### src/rtl/vx_gbar_ctrl.sv
// Global barrier controller: round-robin accepts one barrier arrival per cycle,
// counts arrivals per barrier ID and broadcasts a one-cycle release pulse.
module vx_gbar_ctrl #(
  parameter int NUM_REQS     = 4,
  parameter int NUM_BARRIERS = 8,
  parameter int SIZE_W       = 4,
  localparam int BAR_W       = (NUM_BARRIERS > 1) ? $clog2(NUM_BARRIERS) : 1
) (
  input  logic                       clk,
  input  logic                       reset,
  input  logic [NUM_REQS-1:0]        req_valid,
  input  logic [NUM_REQS*BAR_W-1:0]  req_id,
  input  logic [NUM_REQS*SIZE_W-1:0] req_size_m1,
  output logic [NUM_REQS-1:0]        req_ready,
  output logic                       rsp_valid,
  output logic [BAR_W-1:0]           rsp_id,
  output logic                       err,
  output logic                       busy
);

  localparam int RR_W = (NUM_REQS > 1) ? $clog2(NUM_REQS) : 1;
  localparam logic [BAR_W:0] NB_LIM = (BAR_W+1)'(NUM_BARRIERS);

  logic [SIZE_W:0]          cnt  [NUM_BARRIERS];
  logic [SIZE_W-1:0]        size [NUM_BARRIERS];
  logic [NUM_BARRIERS-1:0]  active;
  logic [NUM_BARRIERS-1:0]  active_nxt;
  logic [RR_W-1:0]          rr;
  logic [RR_W-1:0]          rr_nxt;
  logic [RR_W-1:0]          gnt_idx;
  logic [2*NUM_REQS-1:0]    dbl;
  logic                     found;
  int                       off_sel;
  int                       gnt_sum;
  int                       rr_sum;
  logic                     acc;
  logic                     hit;
  logic                     in_range;
  logic [BAR_W-1:0]         sel_id;
  logic [SIZE_W-1:0]        sel_size;
  logic [SIZE_W:0]          cur_cnt;
  logic [SIZE_W-1:0]        cur_size;
  logic                     cur_act;
  logic                     first;
  logic [SIZE_W-1:0]        eff_size;
  logic [SIZE_W:0]          new_cnt;
  logic                     fin;
  logic                     mismatch;

  // Rotating the doubled request vector by rr turns "first valid at or after rr"
  // into "lowest set bit", avoiding a variable-indexed search.
  always_comb begin
    dbl     = {req_valid, req_valid} >> rr;
    found   = 1'b0;
    off_sel = 0;
    for (int off = 0; off < NUM_REQS; off++) begin
      if (!found && dbl[off]) begin
        found   = 1'b1;
        off_sel = off;
      end
    end
    gnt_sum = int'(rr) + off_sel;
    if (gnt_sum >= NUM_REQS) gnt_sum = gnt_sum - NUM_REQS;
    gnt_idx = RR_W'(gnt_sum);
    rr_sum  = gnt_sum + 1;
    if (rr_sum >= NUM_REQS) rr_sum = 0;
    rr_nxt  = RR_W'(rr_sum);
    acc     = reset && found;

    req_ready = '0;
    sel_id    = '0;
    sel_size  = '0;
    for (int i = 0; i < NUM_REQS; i++) begin
      req_ready[i] = acc && (gnt_idx == RR_W'(i));
      if (gnt_idx == RR_W'(i)) begin
        sel_id   = req_id[i*BAR_W +: BAR_W];
        sel_size = req_size_m1[i*SIZE_W +: SIZE_W];
      end
    end
    in_range = {1'b0, sel_id} < NB_LIM;
    hit      = acc && in_range;

    cur_cnt  = '0;
    cur_size = '0;
    cur_act  = 1'b0;
    for (int b = 0; b < NUM_BARRIERS; b++) begin
      if (sel_id == BAR_W'(b)) begin
        cur_cnt  = cnt[b];
        cur_size = size[b];
        cur_act  = active[b];
      end
    end

    // A barrier that is not active starts a new generation with this arrival's size.
    first    = !cur_act;
    eff_size = first ? sel_size : cur_size;
    new_cnt  = (first ? '0 : cur_cnt) + (SIZE_W+1)'(1);
    fin      = (new_cnt == ({1'b0, eff_size} + (SIZE_W+1)'(1)));
    mismatch = hit && !first && (sel_size != cur_size);

    active_nxt = active;
    for (int b = 0; b < NUM_BARRIERS; b++) begin
      if (hit && (sel_id == BAR_W'(b))) active_nxt[b] = !fin;
    end
  end

  always_ff @(posedge clk) begin
    if (!reset) begin
      rr        <= '0;
      err       <= 1'b0;
      busy      <= 1'b0;
      rsp_valid <= 1'b0;
      rsp_id    <= '0;
      active    <= '0;
      for (int b = 0; b < NUM_BARRIERS; b++) begin
        cnt[b]  <= '0;
        size[b] <= '0;
      end
    end else begin
      rsp_valid <= hit && fin;
      if (hit && fin) rsp_id <= sel_id;
      if (acc) rr <= rr_nxt;
      if ((acc && !in_range) || mismatch) err <= 1'b1;
      active <= active_nxt;
      busy   <= |active_nxt;
      for (int b = 0; b < NUM_BARRIERS; b++) begin
        if (hit && (sel_id == BAR_W'(b))) begin
          cnt[b] <= fin ? '0 : new_cnt;
          if (first && !fin) size[b] <= sel_size;
        end
      end
    end
  end

endmodule
### config.mk
export PLATFORM = sky130hd
export DESIGN_NAME = vx_gbar_ctrl
export DESIGN_NICKNAME = d
export VERILOG_FILES = /design/src/rtl/vx_gbar_ctrl.sv
export SDC_FILE = /design/constraint.sdc
export NUM_CORES = 1
export LEC_CHECK = 0
export ABC_AREA = 1
export BUFFER_PORTS_ARGS = -buffer_cell sky130_fd_sc_hd__buf_2
export CELL_PAD_IN_SITES_DETAIL_PLACEMENT = 1
export CELL_PAD_IN_SITES_GLOBAL_PLACEMENT = 1
export CORE_AREA = 8 8 114 116
export DETAILED_ROUTE_END_ITERATION = 10
export DIE_AREA = 0 0 122 124
export HOLD_SLACK_MARGIN = 0.15
export PLACE_DENSITY_LB_ADDON = 0.1
export SKIP_CTS_REPAIR_TIMING = 1
export SYNTH_ARGS = -nofsm -noshare
export SYNTH_HDL_FRONTEND = slang
export SYNTH_SLANG_ARGS = --single-unit
### constraint.sdc
create_clock -name clk -period 7.18 [get_ports clk]
set_clock_uncertainty 0.1 [all_clocks]
set_input_delay 1.436 -clock clk [delete_from_list [all_inputs] [get_ports clk]]
set_output_delay 1.436 -clock clk [all_outputs]
set_load 0.005 [all_outputs]
==> results of run 1 <==
synthesized netlist by cell type (all sizes together), types with 2 or more instances:
cell type / count / share of area [%]
nand4: 15 / 2.0
buf: 12 / 1.9
clkbuf: 4 / 0.30
nor2: 127 / 11
inv: 52 / 4.1
nand2: 177 / 15
nor3: 2 / 0.20
nand3: 39 / 4.0
o21a: 5 / 0.76
a21oi: 32 / 3.6
edfxtp: 72 / 44
or2: 11 / 1.4
o21ai: 26 / 2.6
dfxtp: 16 / 6.5
ha: 7 / 1.8
xor2: 5 / 0.88
flip-flops by register name, summed over array words and instances (netlist names):
name and cells:
cnt 40, size 32, active 8, rsp_id 3, rr 2, busy 1
err 1, rsp_valid 1
cells in the final DEF, fill, tap and decap left out:
master and instances:
xnor2_1 1, a21oi_4 1, clkbuf_1 2, inv_2 3, nor4_1 1, a21oi_1 29, or2_2 8, nand3_1 38
xor2_1 5, a21oi_2 2, bufinv_16 1, o21ai_1 5, nand2_4 5, dfxtp_1 16, nand2_1 156, clkbuf_16 9
nand3_2 1, nand2_8 1, nand4_2 1, nor2_4 5, edfxtp_1 72, clkinv_2 2, o21a_1 5, nor2_2 11
nand2_2 15, buf_4 22, inv_1 46, ha_2 2, buf_2 43, o22ai_1 1, clkbuf_8 2, nor2_1 111
clkinv_1 1, o21ai_0 21, nor3_1 2, nand4_1 14, or2_0 3, inv_4 3, ha_1 5
through the flow:
step	setup WS (ns)	setup TNS, ns	hold WS [ns]	util, %
3_3_place_gp	0.267	0	0.344	48.3
3_5_place_dp	-0.0152	-0.0760	0.352	48.3
4_1_cts	0.243	0	0.369	51.0
2_1_floorplan	1.26	0	0.364	-
6_report	0.594	0	0.366	51.3
5_1_grt	0.0265	0	0.406	51.3
cells by family (layout without fill, tap and decap cells):
group,after synthesis,in the layout,share of synthesized area [%]
buffers and inverters,69,134,6.42
AOI/OAI and AO/OA,64,64,7.13
and+or+nand+nor,372,372,33.5
xor gates and xnor gates,6,6,1.06
DFF,88,88,50.1
adders and majority gates,7,7,1.77
worst max-delay path, delay by kind of cell:
family                   cells  cell delay [ns]
AND/OR/NAND/NOR             22             2.47
buffers and inverters        8             1.14
adder cells (fa/ha/maj)      3             0.75
AO/OA/AOI/OAI                3             0.44
XOR/XNOR                     2             0.43
final timing paths:
check / startpoint / slack [ns] / to / depth (start not counted)
worst min register to register: err$_SDFFE_PN0P_ / 0.37 / err$_SDFFE_PN0P_ / 1
worst min-delay path: err$_SDFFE_PN0P_ / 0.37 / err$_SDFFE_PN0P_ / 1
worst max register to register: rr[0]$_SDFFE_PN0P_ / 1.19 / busy$_SDFF_PN0_ / 38
worst max-delay path: req_valid[2] / 0.59 / busy$_SDFF_PN0_ / 38
routing by layer:
metal	global-route usage [%]	vias to the layer above	wire (um)
met5	0	-	0
met4	7.94	0	276
met3	5.03	20	649
met2	36.2	102	7250
met1	26.2	2108	6750
li1	-	2106	-
cell type report:
cell class	count	area, um2	share of cell area (%)
Clock buffer	13	260	4.54
Sequential cell	88	2480	43.3
Clock inverter	3	40.0	0.699
Timing Repair Buffer	65	380	6.64
Tap cell	143	179	3.12
Multi-Input combinational cell	449	2180	38.1
Inverter	53	206	3.60
==> run metrics, run 1 <==
synthesis warning total=0; Final HPWL DP=11600 um; number of synthesized flops with an enable pin=approximately 70; die width=122 um; MaxCap Viol Count=0; io pins=44; die area=~15000 um2; initial antenna violation count=0; hold crit path type=register to register; RSZ-0062 raised after global routing=no; async set-reset flop share out of synthesis=0%; Syn Nets=647; Die H=~120 um; Iter 0 DRT Violations=245; critical path class=primary input to register; Max stage delay on crit path=0.31 ns; Routed wire per std cell=approximately 18 um; Core Area=11200 um2; layout cells sized above 1=20.4%; Vias=4336; number of buffers created by CTS=9; final WL=14900 um; worst-case clock buffer depth=2; final worst path period share=91.7%; remaining global-route overflow=0; Startpoint Class=primary input; mapped cell area=4950 um2; Inserted Diodes=0; row cnt=39; synth-to-layout area growth=15.7%; clk_lat worst skew=0.35 ns; Synth Register Bits=88; Nets=707; fin crit period=between 6 and 7 ns; outcome=complete, no violations; drt via density=roughly 5.3; Post-DRT Antenna Nets=0; GP Congestion=~0.87; ys flop type=edfxtp_1; Post-DP Area=5400 um2; TritonCTS clock tree=done; initial core utilization=44.3%; crit path DAT=6.71 ns; Setup-failing EPs final=0; overall routing resource usage=~21%; synth unique cells=34; fill count=1396; worst path required time=7.30 ns; Crit. End Element=register; DRC Markers=0; first-pass GRT wire length=24600 um; CTS root buffer=clkbuf_16; fin. max-slew vios=0; vias in the first global route=approximately 4.8k; I/O Buffers=43; Finished Cell Area=5730 um2; Avg Cell Area, Syn=roughly 8.2 um2; max frequency=152 MHz; register clock-pin slew on the reported worst setup and hold paths=roughly 0.06 ns; Slew HR=58.7%; CP max FO=19; largest net degree at the start of global routing=25; dpl cells=798; CTS H-tree depth=3; Seq/Total Area, Yosys=50.1%; Synth Instances=606; CTS sink count=between 80 and 90; final cell count without fillers=814; Slowest-stage cell, CP=ha_1; crit-path most repeated cell=nand2_1; slew of the pin with the lowest slew margin=between 0.6 and 0.7 ns; final hold violation count=0; First-pass DRT Iterations=6
Power of run 1 is left out: the tool's default activity adds up to more than one toggle a clock period on the data nets, which glitch-free logic cannot reach.
==> run 2: changes to the inputs <==
--- a/config.mk
+++ b/config.mk
@@ -9,9 +9,10 @@
 export BUFFER_PORTS_ARGS = -buffer_cell sky130_fd_sc_hd__buf_2
 export CELL_PAD_IN_SITES_DETAIL_PLACEMENT = 1
 export CELL_PAD_IN_SITES_GLOBAL_PLACEMENT = 1
-export CORE_AREA = 8 8 114 116
+export CORE_AREA = 2 2 115 117
 export DETAILED_ROUTE_END_ITERATION = 10
-export DIE_AREA = 0 0 122 124
+export DIE_AREA = 0 0 117 119
+export GPL_ROUTABILITY_DRIVEN = 0
 export HOLD_SLACK_MARGIN = 0.15
 export PLACE_DENSITY_LB_ADDON = 0.1
 export SKIP_CTS_REPAIR_TIMING = 1
==> run metrics, run 2 (synthesis results as in run 1) <==
outcome=complete, no violations; final cell count without fillers=843; worst-case clock buffer depth=2; CTS sink count=88; dpl cells=827; drt via density=between 5 and 6; worst path required time=7.09 ns; Nets=between 700 and 800; crit-path most repeated cell=nand2_1; CP max FO=19; Startpoint Class=primary input; critical path class=primary input to register; layout cells sized above 1=19.2%; Post-DRT Antenna Nets=0; MaxCap Viol Count=0; fin. max-slew vios=0; fin crit period=6.58 ns; Largest Register=cnt; Max stage delay on crit path=0.47 ns; final worst path period share=91.6%; Iter 0 DRT Violations=roughly 230; Die H=119 um; row cnt=42; synth-to-layout area growth=15.7%; number of buffers created by CTS=9; Largest regs=cnt x40, size x32, active x8; initial antenna violation count=0; Routed wire per std cell=18.0 um; hold_ws=0.367 ns; final hold violation count=0; CTS root buffer=clkbuf_16; largest net degree at the start of global routing=25; Setup-failing EPs final=0; area occupied by multi-input gates=2160 um2; die area=between 10000 and 15000 um2; TritonCTS clock tree=done; register clock-pin slew on the reported worst setup and hold paths=about 0.060 ns; DRC Markers=0; Vias=roughly 4.3k; setup slack after layout=0.605 ns; I/O Buffers=43; vias in the first global route=4470; clk_lat worst skew=roughly 0.36 ns; slew of the pin with the lowest slew margin=about 0.70 ns; io pins=44; final WL=~15000 um; max frequency=152 MHz; crit path DAT=around 6.5 ns; Final Core Density=44.5%; commonest non-fill, non-tap cells in the layout=nand2_1, nor2_1, edfxtp_1; Slew HR=53.0%; first-pass GRT wire length=23800 um; Final HPWL DP=11600 um; hold crit path type=register to register; First-pass DRT Iterations=4; max FFs per register=40; Slowest-stage cell, CP=o21ai_1; remaining global-route overflow=0; fill count=1611; initial core utilization=approximately 38%; Core Area=12900 um2; Reg area=2480 um2; die width=between 100 and 150 um; CP Buf/Inv Count=6; RSZ-0062 raised after global routing=yes; commonest non-fill, non-tap cell in the layout=nand2_1; CP delay by family, top=simple AND/OR/NAND/NOR gates; Inserted Diodes=0; pre-CTS setup slack=0.0281 ns; overall routing resource usage=23.3%; Crit. End Element=register; CTS H-tree depth=3
run 2: cell types whose count changed in the layout (fill, tap and decap cells not counted), moves of 2 or more:
cell / change
o21ai_2: +2
clkbuf_8: -2
buf_4: -4
ha_1: +2
nand2_2: -3
nand2_1: +3
ha_2: -2
o21ai_0: -7
o21ai_1: +5
run 2: metal layers:
metal | share of wire (%) | global-route usage (%) | vias up
met1 | 45 | 30.6 | 2073
met5 | 0 | 0 | -
met3 | 4.8 | 4.89 | 16
li1 | - | - | 2096
met2 | 48 | 38.7 | 106
met4 | 1.5 | 6.40 | 0
run 2: path summary, 6_finish.rpt:
kind	startpoint	to	slack [ns]	cells after the start
worst max-delay path	req_valid[3]	size[1][13]$_DFFE_PP_	0.60	35
worst min-delay path	err$_SDFFE_PN0P_	err$_SDFFE_PN0P_	0.37	1
worst max register to register	rr[0]$_SDFFE_PN0P_	size[1][13]$_DFFE_PP_	1.21	35
worst min register to register	err$_SDFFE_PN0P_	err$_SDFFE_PN0P_	0.37	1
run 2: worst reg2reg max path, delay by kind of cell, from the launching register on:
family / cells / cell delay [ns]
compound gates: 5 / 1.03
xor+xnor: 1 / 0.25
buf+inv: 6 / 0.83
simple gates: 20 / 2.21
fa+ha+maj: 3 / 0.74
flops: 1 / 0.42
run 2: cell type report:
class	instances	area share (%)
inverter	53	3.60
timing repair buffer	61	6.11
clock buffer	12	4.13
multi-input combinational	449	37.8
sequential	88	43.3
clock inverter	4	1.22
tap	176	3.84
run 2: metrics by stage:
| step | area [um2] | setup TNS [ns] |
|---|---|---|
| finish | 5730 | 0 |
| global route | 5730 | -0.0691 |
| CTS | 5720 | 0 |
| detailed placement | 5410 | 0 |
| global placement | 5410 | 0 |
| floorplan | 4950 | 0 |
Power of run 2 is left out for the same reason.
==> run 3: changes to the inputs <==
--- a/config.mk
+++ b/config.mk
@@ -9,9 +9,9 @@
 export BUFFER_PORTS_ARGS = -buffer_cell sky130_fd_sc_hd__buf_2
 export CELL_PAD_IN_SITES_DETAIL_PLACEMENT = 1
 export CELL_PAD_IN_SITES_GLOBAL_PLACEMENT = 1
-export CORE_AREA = 2 2 115 117
+export CORE_AREA = 2 2 118 120
 export DETAILED_ROUTE_END_ITERATION = 10
-export DIE_AREA = 0 0 117 119
+export DIE_AREA = 0 0 120 122
 export GPL_ROUTABILITY_DRIVEN = 0
 export HOLD_SLACK_MARGIN = 0.15
 export PLACE_DENSITY_LB_ADDON = 0.1
==> run metrics, run 3 (synthesis results as in run 1) <==
CTS H-tree depth=3; commonest non-fill, non-tap cell in the layout=nand2_1; Max stage delay on crit path=0.35 ns; reg-to-reg setup timing slack=1.30 ns; MaxCap Viol Count=0; worst hold stages=1; Setup-failing EPs final=0; slew of the pin with the lowest slew margin=0.624 ns; final hold violation count=0; dpl cells=838; fin. max-slew vios=0; R2R depth=36; outcome=complete, no violations; Sum Neg Setup Slack=0 ns; Nets=710; CP max FO=19; max FFs per register=40; Slowest-stage cell, CP=nand3_1; Crit. End Element=register; crit path DAT=~6.6 ns; Post-DRT Antenna Nets=0; commonest non-fill, non-tap cells in the layout=nand2_1, nor2_1, edfxtp_1; Worst R2R End=cnt[1][14]$_DFFE_PP_; clk_lat worst skew=0.35 ns; largest net degree at the start of global routing=25; row cnt=43; max frequency=154 MHz; critical path class=primary input to register; worst path required time=7.25 ns; fin crit period=between 6 and 7 ns; fill count=1657; Core Area=13500 um2; Die H=122 um; crit-path most repeated cell=nand2_1; overall routing resource usage=22.2%; hold crit path type=register to register; Inserted Diodes=0; TritonCTS clock tree=done; layout cells sized above 1=20.3%; register clock-pin slew on the reported worst setup and hold paths=0.07 ns; number of buffers created by CTS=9; Largest regs=cnt x40, size x32, active x8; final WL=15400 um; Iter 0 DRT Violations=318; final worst path period share=roughly nine tenths; Routed wire per std cell=~18 um; Largest Register=cnt; First-pass DRT Iterations=4; die area=14600 um2; DRC Markers=0; Startpoint Class=primary input; final cell count without fillers=between 800 and 900; drt via density=5.00; setup slack after layout=0.698 ns; first-pass GRT wire length=24400 um; pre-CTS setup slack=0.0728 ns; Slew HR=around three fifths; worst r2r src=rr[0]$_SDFFE_PN0P_; Worst Hold End=err$_SDFFE_PN0P_; Vias=around 4.3k; vias in the first global route=4437; synth-to-layout area growth=16.7%; Final HPWL DP=12000 um; initial core utilization=36.7%; I/O Buffers=43; worst-case clock buffer depth=2; hold path start=err$_SDFFE_PN0P_; initial antenna violation count=0; die width=around 120 um; remaining global-route overflow=0; CTS sink count=88; io pins=44; CTS root buffer=clkbuf_16
-- run 3: cell count changes in the layout (fill, tap and decap cells not counted), moves of 2 or more --
| cell | change |
|---|---|
| o21ai_1 | -5 |
| o21ai_0 | +7 |
| clkbuf_1 | -2 |
| buf_4 | +7 |
| o21ai_2 | -2 |
-- run 3: metrics by stage --
stage | utilization [%] | instance area [um2] | hold WS (ns)
2_1_floorplan | - | 4950 | 0.364
3_3_place_gp | 40.5 | 5470 | 0.345
3_5_place_dp | 40.5 | 5470 | 0.361
4_1_cts | 42.6 | 5760 | 0.374
5_1_grt | 42.8 | 5780 | 0.397
6_report | 42.8 | 5780 | 0.367
-- run 3: routing by layer --
metal / global-route usage (%) / wire [um] / vias to the layer above
li1: - / - / 2110
met1: 30.1 / 7240 / 2056
met2: 36.6 / 7320 / 90
met3: 3.00 / 607 / 15
met4: 7.35 / 206 / 0
met5: 0 / 0 / -
-- run 3: final cells by class --
type | count | area [um2] | share of cell area (%)
timing repair buffer | 68 | 403 | 6.97
clock buffer | 10 | 229 | 3.96
multi-input combinational | 449 | 2170 | 37.6
clock inverter | 6 | 60.1 | 1.04
sequential | 88 | 2480 | 42.9
inverter | 53 | 206 | 3.57
tap | 180 | 225 | 3.90
-- run 3: worst max path at each step --
stage	startpoint	endpoint	slack [ns]	depth (start not counted)
2_1_floorplan	req_valid[3]	size[0][0]$_SDFFCE_PN0P_	1.26	34
3_3_place_gp	req_valid[3]	cnt[1][14]$_DFFE_PP_	0.33	33
6_report	req_valid[3]	cnt[1][14]$_DFFE_PP_	0.70	36
3_5_place_dp	req_valid[2]	cnt[0][14]$_SDFFCE_PN0P_	0.07	33
4_1_cts	req_valid[2]	cnt[1][14]$_DFFE_PP_	0.42	35
5_1_grt	req_valid[3]	busy$_SDFF_PN0_	-0.02	40
-- run 3: critical path, delay by kind of cell --
family	cells	cell delay [ns]
simple gates	21	2.50
compound gates	4	0.66
xor+xnor	1	0.20
fa+ha+maj	3	0.73
buf+inv	7	1.03
Power of run 3 is left out for the same reason.
